**config.mk**
```make
export PLATFORM = sky130hd
export DESIGN_NAME = traffic_sensor_filter
export DESIGN_NICKNAME = d
export VERILOG_FILES = /design/src/rtl/traffic_pkg.sv /design/src/rtl/sensor_channel.sv /design/src/rtl/traffic_sensor_filter.sv
export SDC_FILE = /design/constraint.sdc
export NUM_CORES = 1
export LEC_CHECK = 0
export BUFFER_PORTS_ARGS = -buffer_cell sky130_fd_sc_hd__buf_2
export CORE_MARGIN = 2
export CORE_UTILIZATION = 62
export CTS_CLUSTER_DIAMETER = 50
export DETAILED_ROUTE_END_ITERATION = 8
export HOLD_SLACK_MARGIN = 0.03
export PLACE_DENSITY = 0.86
export SYNTH_ARGS = -nofsm -noshare
export SYNTH_HDL_FRONTEND = slang
export SYNTH_SLANG_ARGS = --single-unit
```
**constraint.sdc**
```tcl
create_clock -name clk -period 5.03 [get_ports clk]
set_input_delay 1.006 -clock clk [delete_from_list [all_inputs] [get_ports clk]]
set_output_delay 1.006 -clock clk [all_outputs]
set_load 0.01 [all_outputs]
```
**src/rtl/traffic_pkg.sv**
```systemverilog
// rtl/traffic_pkg.sv - shared types and constants for the intersection subsystem
//
// Contents:
//   presence_state_e : per-street presence FSM states (IDLE, PRESENT, HOLD)
//   GREEN/YELLOW/RED : light encodings consumed by the light FSM

package traffic_pkg;

  typedef enum logic [1:0] {
    IDLE    = 2'b00,
    PRESENT = 2'b01,
    HOLD    = 2'b10
  } presence_state_e;

  localparam logic [1:0] GREEN  = 2'b00;
  localparam logic [1:0] YELLOW = 2'b01;
  localparam logic [1:0] RED    = 2'b10;

endpackage

```
**src/rtl/sensor_channel.sv**
```systemverilog
// rtl/sensor_channel.sv - one detector channel: sync, debounce, car count, presence hold
//
// Ports:
//   clk      in   system clock, rising edge
//   reset    in   asynchronous active-high reset
//   raw      in   raw detector input, asynchronous to clk
//   cnt_clr  in   synchronous clear of the car counter (wins over increment)
//   present  out  traffic-present level, Moore decode of the presence FSM
//   cars     out  saturating count of debounced arrivals

module sensor_channel #(
  parameter int SYNC_STAGES     = 2,
  parameter int DEBOUNCE_CYCLES = 4,
  parameter int HOLD_CYCLES     = 8,
  parameter int CNT_W           = 8
) (
  input  logic             clk,
  input  logic             reset,
  input  logic             raw,
  input  logic             cnt_clr,
  output logic             present,
  output logic [CNT_W-1:0] cars
);

  import traffic_pkg::*;

  // Counter widths never drop below one bit so degenerate parameters still elaborate.
  localparam int DB_W   = (DEBOUNCE_CYCLES > 1) ? $clog2(DEBOUNCE_CYCLES) : 1;
  localparam int HOLD_W = (HOLD_CYCLES > 1) ? $clog2(HOLD_CYCLES) : 1;

  localparam logic [DB_W-1:0]   DB_LAST   = DB_W'(DEBOUNCE_CYCLES - 1);
  localparam logic [HOLD_W-1:0] HOLD_LOAD = HOLD_W'(HOLD_CYCLES - 1);

  logic [SYNC_STAGES-1:0] sync_q;
  logic                   s;
  logic                   filt;
  logic [DB_W-1:0]        db_cnt;
  logic [HOLD_W-1:0]      hold_cnt;
  logic                   db_expire;
  logic                   filt_rise;
  presence_state_e        state;

  assign s = sync_q[SYNC_STAGES-1];

  // The filtered level flips only after s has disagreed with it for
  // DEBOUNCE_CYCLES consecutive edges, including the flipping edge itself.
  assign db_expire = (s != filt) && (db_cnt == DB_LAST);
  assign filt_rise = db_expire && s;

  // Synchronizer
  always_ff @(posedge clk or posedge reset) begin
    if (reset) begin
      sync_q <= '0;
    end else begin
      sync_q <= {sync_q[SYNC_STAGES-2:0], raw};
    end
  end

  // Debouncer
  always_ff @(posedge clk or posedge reset) begin
    if (reset) begin
      filt   <= 1'b0;
      db_cnt <= '0;
    end else if (s == filt) begin
      db_cnt <= '0;
    end else if (db_expire) begin
      filt   <= s;
      db_cnt <= '0;
    end else begin
      db_cnt <= db_cnt + 1'b1;
    end
  end

  // Car counter: counts debounced arrivals, sticks at all-ones.
  always_ff @(posedge clk or posedge reset) begin
    if (reset) begin
      cars <= '0;
    end else if (cnt_clr) begin
      cars <= '0;
    end else if (filt_rise && (cars != '1)) begin
      cars <= cars + 1'b1;
    end
  end

  // Presence FSM: stretches the filtered level so short gaps between
  // cars are not reported as an empty street.
  always_ff @(posedge clk or posedge reset) begin
    if (reset) begin
      state    <= IDLE;
      hold_cnt <= '0;
    end else begin
      case (state)
        IDLE: begin
          if (filt) begin
            state <= PRESENT;
          end
        end
        PRESENT: begin
          if (!filt) begin
            state    <= HOLD;
            hold_cnt <= HOLD_LOAD;
          end
        end
        HOLD: begin
          if (filt) begin
            state <= PRESENT;
          end else if (hold_cnt == '0) begin
            state <= IDLE;
          end else begin
            hold_cnt <= hold_cnt - 1'b1;
          end
        end
        default: begin
          state    <= IDLE;
          hold_cnt <= '0;
        end
      endcase
    end
  end

  assign present = (state != IDLE);

endmodule

```
**src/rtl/traffic_sensor_filter.sv**
```systemverilog
// rtl/traffic_sensor_filter.sv - conditions street A/B detectors into Ta/Tb and car counts
//
// Ports:
//   clk      in   system clock, rising edge
//   reset    in   asynchronous active-high reset
//   sa_raw   in   raw street-A detector, asynchronous
//   sb_raw   in   raw street-B detector, asynchronous
//   cnt_clr  in   synchronous clear of both car counters
//   Ta       out  street-A traffic present, to the light FSM
//   Tb       out  street-B traffic present, to the light FSM
//   cars_a   out  street-A debounced arrivals, saturating
//   cars_b   out  street-B debounced arrivals, saturating

module traffic_sensor_filter #(
  parameter int SYNC_STAGES     = 2,
  parameter int DEBOUNCE_CYCLES = 4,
  parameter int HOLD_CYCLES     = 8,
  parameter int CNT_W           = 8
) (
  input  logic             clk,
  input  logic             reset,
  input  logic             sa_raw,
  input  logic             sb_raw,
  input  logic             cnt_clr,
  output logic             Ta,
  output logic             Tb,
  output logic [CNT_W-1:0] cars_a,
  output logic [CNT_W-1:0] cars_b
);

  sensor_channel #(
    .SYNC_STAGES     (SYNC_STAGES),
    .DEBOUNCE_CYCLES (DEBOUNCE_CYCLES),
    .HOLD_CYCLES     (HOLD_CYCLES),
    .CNT_W           (CNT_W)
  ) u_chan_a (
    .clk     (clk),
    .reset   (reset),
    .raw     (sa_raw),
    .cnt_clr (cnt_clr),
    .present (Ta),
    .cars    (cars_a)
  );

  sensor_channel #(
    .SYNC_STAGES     (SYNC_STAGES),
    .DEBOUNCE_CYCLES (DEBOUNCE_CYCLES),
    .HOLD_CYCLES     (HOLD_CYCLES),
    .CNT_W           (CNT_W)
  ) u_chan_b (
    .clk     (clk),
    .reset   (reset),
    .raw     (sb_raw),
    .cnt_clr (cnt_clr),
    .present (Tb),
    .cars    (cars_b)
  );

endmodule

```
==> metrics.txt <==
CTS Buf Count 5; register area 900.9 µm²; crit-path most repeated cell inv_1; routability cong. ~0.78; worst vdd ir between 0.0002 and 0.0003 V; post-route setup slack between 2000 and 3000 ps; Top delay family on crit path flip-flops; Syn Nets 222; post-layout instance area 2203 µm²; wire length per cell ~13 µm; CTS root buf clkbuf_4; Slew Limit Fails 0; PortBufs 22; power share of the clock group 0.175; Worst Setup Path Type reg -> out; Cell Area, Synth approximately 2000 µm²; Pre-Repair DR Iteration Count 4; max-cap violation count 0; CP max stage cell dfrtp_1; transition time of the tightest slew-check pin about 440 ps; Chip Height 60.81 µm; global-route wire length before repair slightly below 6 mm; crit-path max cell delay approximately 450 ps; syn avg cell area a little over 10 µm²; 1st-iter DRT viols roughly 100; WHS about 360 ps; maximum clock path buffer count 2; Int Power ~0.60 mW; diodes inserted 0; setup TNS 0 ps; Worst Clk Skew ~13 ps; most frequent cells in the layout dfrtp_1, buf_2, nor2_1; setup slack at placement 3056 ps; Post-CTS Setup Bufs 0; commonest non-fill, non-tap cell in the layout dfrtp_1; # fillers roughly 230; status complete, no violations; DP HPWL about 2.6 mm; initial antenna violation count 0; Final ANT Viol Nets 0; Worst setup SP type flop; Worst Path Buf+Inv 3; Die X about 61 µm; multi-input logic area about 1000 µm²; detailed-route DRC error count 0; DR vias/cell around 5.6; crit path time final around 2300 ps; largest net degree at the start of global routing 37; number of H-tree levels 2; Hold-fix buffers, CTS 0; Top Ports 23; P per Cell Area around 430 nW/µm²; CP required 4020 ps; Final nets around 250; RSZ-0062 raised after global routing false; Initial Utilization 0.6553; Sink Count 36; Comb pwr share 0.400; crit path DAT 1320 ps; Max Clk Rate about 430 MHz; Routed WL between 3 and 4 mm; Final Hold Vio Count 0; synthesis-stage register bit count 36; worst-path cell chain inv_1 -> ha_1 -> inv_1 -> buf_2; min-delay worst type reg -> reg; CTS tree done; total global-route track usage 0.2185; Mapped Cells about 200; Pleak roughly 1.1 nW; Synth cell types 39; Row Count 20; setup violators final 0; layout cells sized above 1 0.1712; routed vias roughly 1500; CORE AREA 3053 µm²; P_sw between 0.3 and 0.4 mW; register area share after synthesis 0.4503; Seq pwr share 0.425; Max FO, Critical Path 5; total gr overflow 0; full die area 3697 µm²; CTS clk-pin slew, worst paths 100 ps; final period utilization 0.4621; CP endpoint kind primary output; Synth-to-Final Area Change 10.13%; CTS resizes 0; Clock Latency Late Sink ~330 ps; Placed Area approximately 2100 µm²; Slew HR 0.7078; vias in the first global route about 1400; Ys Warns 0; Sw Ratio 0.3634
-- state kept, by name (all words and copies together), names as in the netlist --
name and count:
u_chan_a.db_cnt 2, u_chan_a.filt 1, u_chan_b.cars 8, u_chan_a.state 2, u_chan_b.db_cnt 2, u_chan_a.cars 8
u_chan_a.sync_q 2, u_chan_a.hold_cnt 3, u_chan_b.hold_cnt 3, u_chan_b.sync_q 2, u_chan_b.filt 1, u_chan_b.state 2
-- area by class of cell --
class / count / share of cell area
Inverter: 13 / 0.02215
Timing Repair Buffer: 23 / 0.05338
Multi-Input combinational cell: 143 / 0.4611
Sequential cell: 36 / 0.4089
Clock buffer: 7 / 0.02953
Tap cell: 44 / 0.02499
-- final timing paths --
| kind | end | startpoint | depth (start not counted) | slack [ps] |
|---|---|---|---|---|
| max in group asynchronous | u_chan_a.db_cnt[0] | reset | 3 | 3960 |
| worst max-delay path | Ta | u_chan_a.state[0] | 4 | 2710 |
| worst min register to register | u_chan_a.sync_q[1] | u_chan_a.sync_q[0] | 0 | 360 |
| min in group asynchronous | u_chan_b.hold_cnt[1] | reset | 3 | 750 |
| worst min-delay path | u_chan_a.sync_q[1] | u_chan_a.sync_q[0] | 0 | 360 |
| worst max register to register | u_chan_a.hold_cnt[0] | u_chan_a.state[1] | 6 | 3150 |
-- cell usage after synthesis --
cell type,number,area (µm²)
nor2_1,21,78.83
clkbuf_1,1,3.750
nand2_1,9,33.78
a31oi_1,3,18.77
dfrtp_1,36,900.9
nor3_1,4,20.02
o21ai_0,10,50.05
clkbuf_2,1,5.000
nand3b_1,1,7.510
inv_1,13,48.80
o21ai_1,1,5.000
mux2_2,7,78.83
xor2_1,4,35.03
or3_1,2,12.51
and2_1,2,12.51
a221o_1,1,10.01
a41oi_1,1,8.760
and3_1,1,6.260
ha_1,20,250.2
a311oi_1,1,8.760
a41o_1,1,10.01
o21bai_1,1,7.510
a21boi_1,1,7.510
and3b_1,1,8.760
buf_6,2,22.52
nand2b_1,3,18.77
mux2i_1,6,60.06
buf_1,1,3.750
nor2b_1,7,43.79
a21oi_1,10,50.05
nand4_1,4,25.02
and4_1,2,17.52
a211oi_1,3,22.52
nand3_1,8,40.04
nand3_2,1,10.01
o211ai_1,1,7.510
and4b_1,1,10.01
xnor2_1,2,17.52
o21a_1,3,22.52
-- routing by layer --
metal,share of wire,global-route usage,wire [µm]
met1,0.43,0.2531,1522
met4,0.011,0.08075,39
met2,0.51,0.3748,1786
met3,0.046,0.07463,161
met5,0,0,0
-- through the flow --
stage / power (mW) / utilization / std cells
5_1_grt: 1.037 / 0.7217 / 266
3_5_place_dp: 0.7841 / 0.7004 / 259
4_1_cts: 0.9549 / 0.7217 / 266
6_report: 0.9487 / 0.7217 / 266
3_3_place_gp: 0.7456 / 0.7004 / 259
2_1_floorplan: 0.7068 / - / 197
-- kinds of logic after synthesis --
family,Yosys count,synth area share
AND/OR/NAND/NOR,67,0.1726
buffers and inverters,18,0.04190
adder cells (fa/ha/maj),20,0.1251
AO/OA/AOI/OAI,37,0.1145
multiplexers,13,0.06942
XOR/XNOR,6,0.02627
flip-flops,36,0.4503
-- worst reg2reg max path, cell delays in order, from the launching register on --
cell	delay [ps]
dfrtp_1	430
inv_1	110
ha_1	240
o21a_1	180
nor2_1	230
o21ai_0	210
a221o_1	370
-- power by group through the flow --
stage               clock (mW)  combinational [mW]  sequential [mW]
floorplan                    0               0.322            0.385
global placement             0               0.346            0.400
detailed placement           0               0.374            0.410
CTS                      0.171               0.380            0.403
global route             0.190               0.434            0.413
finish                   0.166               0.379            0.404
Note: power is estimated with default switching activity, not from simulation.
